$ cat src/rtl/tiny_pkg.sv
// Shared types and constants for the boot-time program loader.
// Holds the loader FSM state encoding, the frame header byte and the
// width of the little-endian address/count fields.
package tiny_pkg;

    typedef enum logic [3:0] {
        ST_IDLE,
        ST_ADDR_LO,
        ST_ADDR_HI,
        ST_CNT_LO,
        ST_CNT_HI,
        ST_DATA,
        ST_CHECK,
        ST_DONE,
        ST_ERROR
    } loader_state_t;

    localparam logic [7:0] LOADER_HEADER      = 8'hA5;
    localparam int         LOADER_FIELD_BYTES = 2;

endpackage

$ cat src/rtl/loader_word_pack.sv
// Byte-to-word assembler: places each accepted byte into the word from the LSB upward.
// Ports: clk/reset, i_clear (restart at byte 0), i_byte_vld/i_byte (accepted byte),
//        o_word (word including the current byte), o_word_done (current byte completes a word).
module loader_word_pack #(
    parameter int WIDTH = 16
) (
    input  logic             clk,
    input  logic             reset,
    input  logic             i_clear,
    input  logic             i_byte_vld,
    input  logic [7:0]       i_byte,
    output logic [WIDTH-1:0] o_word,
    output logic             o_word_done
);

    localparam int BPW = WIDTH / 8;
    localparam int CW  = (BPW > 1) ? $clog2(BPW) : 1;

    logic [CW-1:0]    r_cnt;
    logic [WIDTH-1:0] r_word;

    // The current byte is merged combinationally so the completed word is
    // available in the same cycle its final byte is accepted.
    always_comb begin
        o_word = r_word;
        for (int b = 0; b < BPW; b++) begin
            if (r_cnt == CW'(b)) begin
                o_word[b*8 +: 8] = i_byte;
            end
        end
    end

    assign o_word_done = i_byte_vld && (r_cnt == CW'(BPW - 1));

    always_ff @(posedge clk or posedge reset) begin
        if (reset) begin
            r_cnt  <= '0;
            r_word <= '0;
        end else if (i_clear) begin
            r_cnt  <= '0;
            r_word <= '0;
        end else if (i_byte_vld) begin
            r_word <= o_word;
            r_cnt  <= o_word_done ? '0 : r_cnt + CW'(1);
        end
    end

endmodule

$ cat src/rtl/program_loader.sv
// Boot loader: parses A5/addr/cnt/data/chk frames, writes words to memory, releases run on a good checksum.
// Ports: clk/reset, in_valid/in_data/in_ready byte stream, wr_en/wr_addr/wr_data memory write port,
//        busy (frame in progress), run (sticky, program loaded), error (last frame failed checksum).
module program_loader
    import tiny_pkg::*;
#(
    parameter int WIDTH = 16
) (
    input  logic             clk,
    input  logic             reset,
    input  logic             in_valid,
    input  logic [7:0]       in_data,
    output logic             in_ready,
    output logic             wr_en,
    output logic [WIDTH-1:0] wr_addr,
    output logic [WIDTH-1:0] wr_data,
    output logic             busy,
    output logic             run,
    output logic             error
);

    localparam int FW = LOADER_FIELD_BYTES * 8;

    loader_state_t    r_state;
    loader_state_t    w_next;
    logic [WIDTH-1:0] r_addr;
    logic [WIDTH-1:0] r_cnt;
    logic [7:0]       r_sum;

    logic             w_acc;
    logic             w_hdr;
    logic             w_in_data_st;
    logic [FW-1:0]    w_addr_full;
    logic [FW-1:0]    w_cnt_full;
    logic [WIDTH-1:0] w_addr_field;
    logic [WIDTH-1:0] w_cnt_field;
    logic [WIDTH-1:0] w_word;
    logic             w_word_done;

    assign in_ready = (r_state != ST_DONE);
    assign w_acc    = in_valid && in_ready;
    // A header restarts a frame from IDLE or after a checksum failure.
    assign w_hdr    = w_acc && (in_data == LOADER_HEADER) &&
                      ((r_state == ST_IDLE) || (r_state == ST_ERROR));
    assign w_in_data_st = (r_state == ST_DATA);

    // Hi byte joins the stored lo byte; truncation drops it when WIDTH is 8.
    assign w_addr_full  = {in_data, r_addr[7:0]};
    assign w_cnt_full   = {in_data, r_cnt[7:0]};
    assign w_addr_field = w_addr_full[WIDTH-1:0];
    assign w_cnt_field  = w_cnt_full[WIDTH-1:0];

    loader_word_pack #(.WIDTH(WIDTH)) u_pack (
        .clk         (clk),
        .reset       (reset),
        .i_clear     (w_hdr),
        .i_byte_vld  (w_acc && w_in_data_st),
        .i_byte      (in_data),
        .o_word      (w_word),
        .o_word_done (w_word_done)
    );

    always_comb begin
        w_next = r_state;
        case (r_state)
            ST_IDLE, ST_ERROR: if (w_hdr) w_next = ST_ADDR_LO;
            ST_ADDR_LO:        if (w_acc) w_next = ST_ADDR_HI;
            ST_ADDR_HI:        if (w_acc) w_next = ST_CNT_LO;
            ST_CNT_LO:         if (w_acc) w_next = ST_CNT_HI;
            ST_CNT_HI:         if (w_acc) w_next = (w_cnt_field == '0) ? ST_CHECK : ST_DATA;
            ST_DATA:           if (w_word_done && (r_cnt == WIDTH'(1))) w_next = ST_CHECK;
            ST_CHECK:          if (w_acc) w_next = (in_data == r_sum) ? ST_DONE : ST_ERROR;
            ST_DONE:           w_next = ST_DONE;
            default:           w_next = ST_IDLE;
        endcase
    end

    always_ff @(posedge clk or posedge reset) begin
        if (reset) begin
            r_state <= ST_IDLE;
        end else begin
            r_state <= w_next;
        end
    end

    always_ff @(posedge clk or posedge reset) begin
        if (reset) begin
            r_addr  <= '0;
            r_cnt   <= '0;
            r_sum   <= '0;
            wr_en   <= 1'b0;
            wr_addr <= '0;
            wr_data <= '0;
        end else begin
            wr_en <= 1'b0;
            if (w_hdr) begin
                r_sum <= '0;
            end else if (w_acc && (r_state inside {ST_ADDR_LO, ST_ADDR_HI, ST_CNT_LO,
                                                   ST_CNT_HI, ST_DATA})) begin
                r_sum <= r_sum + in_data;
            end
            if (w_acc) begin
                case (r_state)
                    ST_ADDR_LO: r_addr <= WIDTH'(in_data);
                    ST_ADDR_HI: r_addr <= w_addr_field;
                    ST_CNT_LO:  r_cnt  <= WIDTH'(in_data);
                    ST_CNT_HI:  r_cnt  <= w_cnt_field;
                    default:    ;
                endcase
            end
            if (w_word_done) begin
                wr_en   <= 1'b1;
                wr_addr <= r_addr;
                wr_data <= w_word;
                r_addr  <= r_addr + WIDTH'(1);
                r_cnt   <= r_cnt - WIDTH'(1);
            end
        end
    end

    assign busy  = r_state inside {ST_ADDR_LO, ST_ADDR_HI, ST_CNT_LO, ST_CNT_HI,
                                   ST_DATA, ST_CHECK};
    assign run   = (r_state == ST_DONE);
    assign error = (r_state == ST_ERROR);

endmodule

$ cat config.mk
export PLATFORM = sky130hd
export DESIGN_NAME = program_loader
export DESIGN_NICKNAME = d
export VERILOG_FILES = /design/src/rtl/tiny_pkg.sv /design/src/rtl/loader_word_pack.sv /design/src/rtl/program_loader.sv
export SDC_FILE = /design/constraint.sdc
export NUM_CORES = 1
export LEC_CHECK = 0
export CORE_ASPECT_RATIO = 1.4
export CORE_MARGIN = 5
export CORE_UTILIZATION = 50
export CTS_BUF_LIST = sky130_fd_sc_hd__clkbuf_4
export CTS_CLUSTER_SIZE = 28
export DETAILED_ROUTE_END_ITERATION = 7
export GPL_TIMING_DRIVEN = 1
export PLACE_DENSITY = 0.74
export SKIP_CTS_REPAIR_TIMING = 1
export SYNTH_ARGS = -nofsm -noshare
export SYNTH_HDL_FRONTEND = slang
export SYNTH_SLANG_ARGS = --single-unit
$ cat constraint.sdc
create_clock -name clk -period 2.7 [get_ports clk]
set_clock_uncertainty 0.1 [all_clocks]
set_input_delay 0.405 -clock clk [delete_from_list [all_inputs] [get_ports clk]]
set_output_delay 0.405 -clock clk [all_outputs]
set_load 0.02 [all_outputs]
==> impl_metrics.tcl <==
set metrics [dict create \
    crit_type "reg -> out" \
    ys.flop_type "dfrtp_1" \
    synth_area_leaders "dfrtp_1 46%, nand2_1 10%, a21oi_1 5.1%" \
    grt_pass1_wl_um 19700 \
    cts.sinks 86 \
    wl_per_cell_um 16.3 \
    netlist_instances 559 \
    worstSetupStartpointType "flop" \
    via_per_inst 5.89 \
    maxCapViolations 0 \
    hold_violations 0 \
    overflow 0 \
    die-width_um 91.5 \
    synth_top_area_cell "dfrtp_1" \
    portBuffers 47 \
    wl_um 11900 \
    syn_to_final_growth_pct 19.7 \
    yosysMostFrequentCell "nand2_1" \
    setup_ws_ns 0.158 \
    nNetsFinal 639 \
    status "finished clean" \
    postRouteAntennaNets 0 \
    cts_made_buffers 9 \
    hpwl_um 8230 \
    cp-end-kind "primary output" \
    worstPathArrival_ns 2.04 \
    cp_max_fo 13 \
    route.detailed.drc 0 \
    max_freq_ghz 0.393 \
    ys_async_sr_fraction_pct 100 \
    drive_gt1_share_pct 9.97 \
    ios 48 \
    synth_edf_count 0 \
    reg2regPathDepth 6 \
    place_congestion 0.915 \
    synth_cell_types 55 \
    core_area_mm2 0.00903 \
    fill_cells 765 \
    rows 41 \
    antenna_found_initial 1 \
    fin_util_pct 61.6 \
    dpl_worst_slack_ns -0.0632 \
    ys_warn_count 0 \
    hold_class "in -> async" \
    htree_num_levels 3 \
    start_util_pct 51.5 \
    yosysSeqAreaShare_pct 46.3 \
    drtIter0Drc 382 \
    synth_common_cells "125 x nand2_1, 86 x dfrtp_1, 47 x a21oi_1" \
    die_area_mm2 0.0113 \
    num_vias 4303 \
    grt_usage_pct 21.8 \
    p_per_area_mw_per_mm2 1110 \
    worst_pin_slew_ns 0.686 \
    netlist_area_mm2 0.00465 \
    finalCritPeriodShare_pct 94.1 \
    tritoncts "yes" \
    synth_top_area_share_pct 46.3 \
    die_h_um 124 \
    syn-num-nets 581 \
    irDropWorstVdd_mv 0.581 \
    grt_pass1_vias 4173 \
    clkSlewWorstSetupHoldPaths_ns 0.15 \
    setup_viol 0 \
    grt_max_degree 70 \
    cts_root_buf "clkbuf_4" \
    max_slew_margin_pct 54.3 \
    crit_required_ns 2.19 \
    dr.pass1.iters 6 \
    clk_latency_ns 0.46 \
    slew_viol_final 0 \
    finalCriticalPeriod_ns 2.54 \
    p_leak_nw 2.60 \
    ys_ff_latch 86 \
    cts_buffer_depth 2 \
    syn_avg_cell_area_um2 8.31 \
]
==> worst paths after layout <==
path	slack, ns	start	to
worst max-delay path	0.16	r_state[2]	run
worst min-delay path	0.18	reset	wr_data[13]
worst max register to register	0.20	r_cnt[10]	r_state[1]
worst min register to register	0.39	wr_addr[5]	wr_addr[5]
max in group asynchronous	1.60	reset	r_cnt[13]
min in group clk	0.39	wr_addr[5]	wr_addr[5]
==> per-layer routing <==
metal	part of all wire [%]	GRT usage, %	wire length [µm]
met4	3.7	11.1	436
met1	41	25.7	4870
met2	50	37.9	5980
met5	0	0	0
met3	5.0	4.23	595
==> final cells by class <==
class	instances	area, µm²	area share, %
inverter	16	63.8	1.15
sequential	86	2150	38.7
tap	107	134	2.41
timing repair buffer	83	771	13.9
clock buffer	9	67.6	1.21
clock inverter	7	80.1	1.44
multi-input combinational	421	2290	41.2
antenna	1	2.50	0.0450
==> critical path, stage by stage, from the launching register on <==
cell and delay [ns]:
dfrtp_1 0.42, buf_4 0.20, nor2b_1 0.19, nand3_1 0.12, inv_1 0.06, clkdlybuf4s50_1 0.59
==> power breakdown <==
part           internal [mW]  total, mW  switching [mW]  leakage, nW
clock network          0.293      0.782           0.489       0.0736
registers               1.87       2.34           0.468         1.07
logic                   1.37       3.07            1.69         1.45
==> state kept, by name (all words and copies together) (netlist names) <==
register,flops
r_addr,16
r_cnt,16
r_state,4
r_sum,8
u_pack.r_cnt,1
u_pack.r_word,8
wr_addr,16
wr_data,16
wr_en,1
==> per-stage QoR <==
| step | area [µm²] | cells | hold slack, ns | setup TNS (ns) | total power [mW] |
|---|---|---|---|---|---|
| 6_report | 5560 | 730 | 0.177 | 0 | 6.19 |
| 3_3_place_gp | 5390 | 711 | 0.349 | 0 | 5.30 |
| 2_1_floorplan | 4650 | 559 | 0.338 | 0 | 4.26 |
| 5_1_grt | 5560 | 730 | 0.163 | -0.00647 | 6.69 |
| 3_5_place_dp | 5390 | 711 | 0.361 | -0.164 | 5.41 |
| 4_1_cts | 5540 | 727 | 0.171 | -0.190 | 6.20 |
==> kinds of logic (layout without fill, tap and decap cells) <==
kind of cell	Yosys count	in the layout	share of synthesized area, %
buffers and inverters	52	115	4.36
multiplexers	12	12	2.61
flip-flops	86	86	46.3
AO/OA/AOI/OAI	144	144	18.4
XOR/XNOR	7	7	1.32
other	0	1	0
adder cells (fa/ha/maj)	11	11	3.12
AND/OR/NAND/NOR	247	247	23.8
==> layout by cell type (no fill, tap or decap), types with 5 or more instances in the layout <==
cell type	n
a21oi_1	47
inv_1	15
clkbuf_4	9
a21o_1	6
nand2_1	125
buf_4	34
o22ai_1	9
a31oi_1	10
clkdlybuf4s50_1	45
nand4_1	5
mux2i_1	11
nor2_1	42
dfrtp_1	86
ha_1	10
nand3_1	20
nor3_1	15
nor4_1	8
o21ai_0	44
No activity file was read; power rests on OpenSTA's default activity.
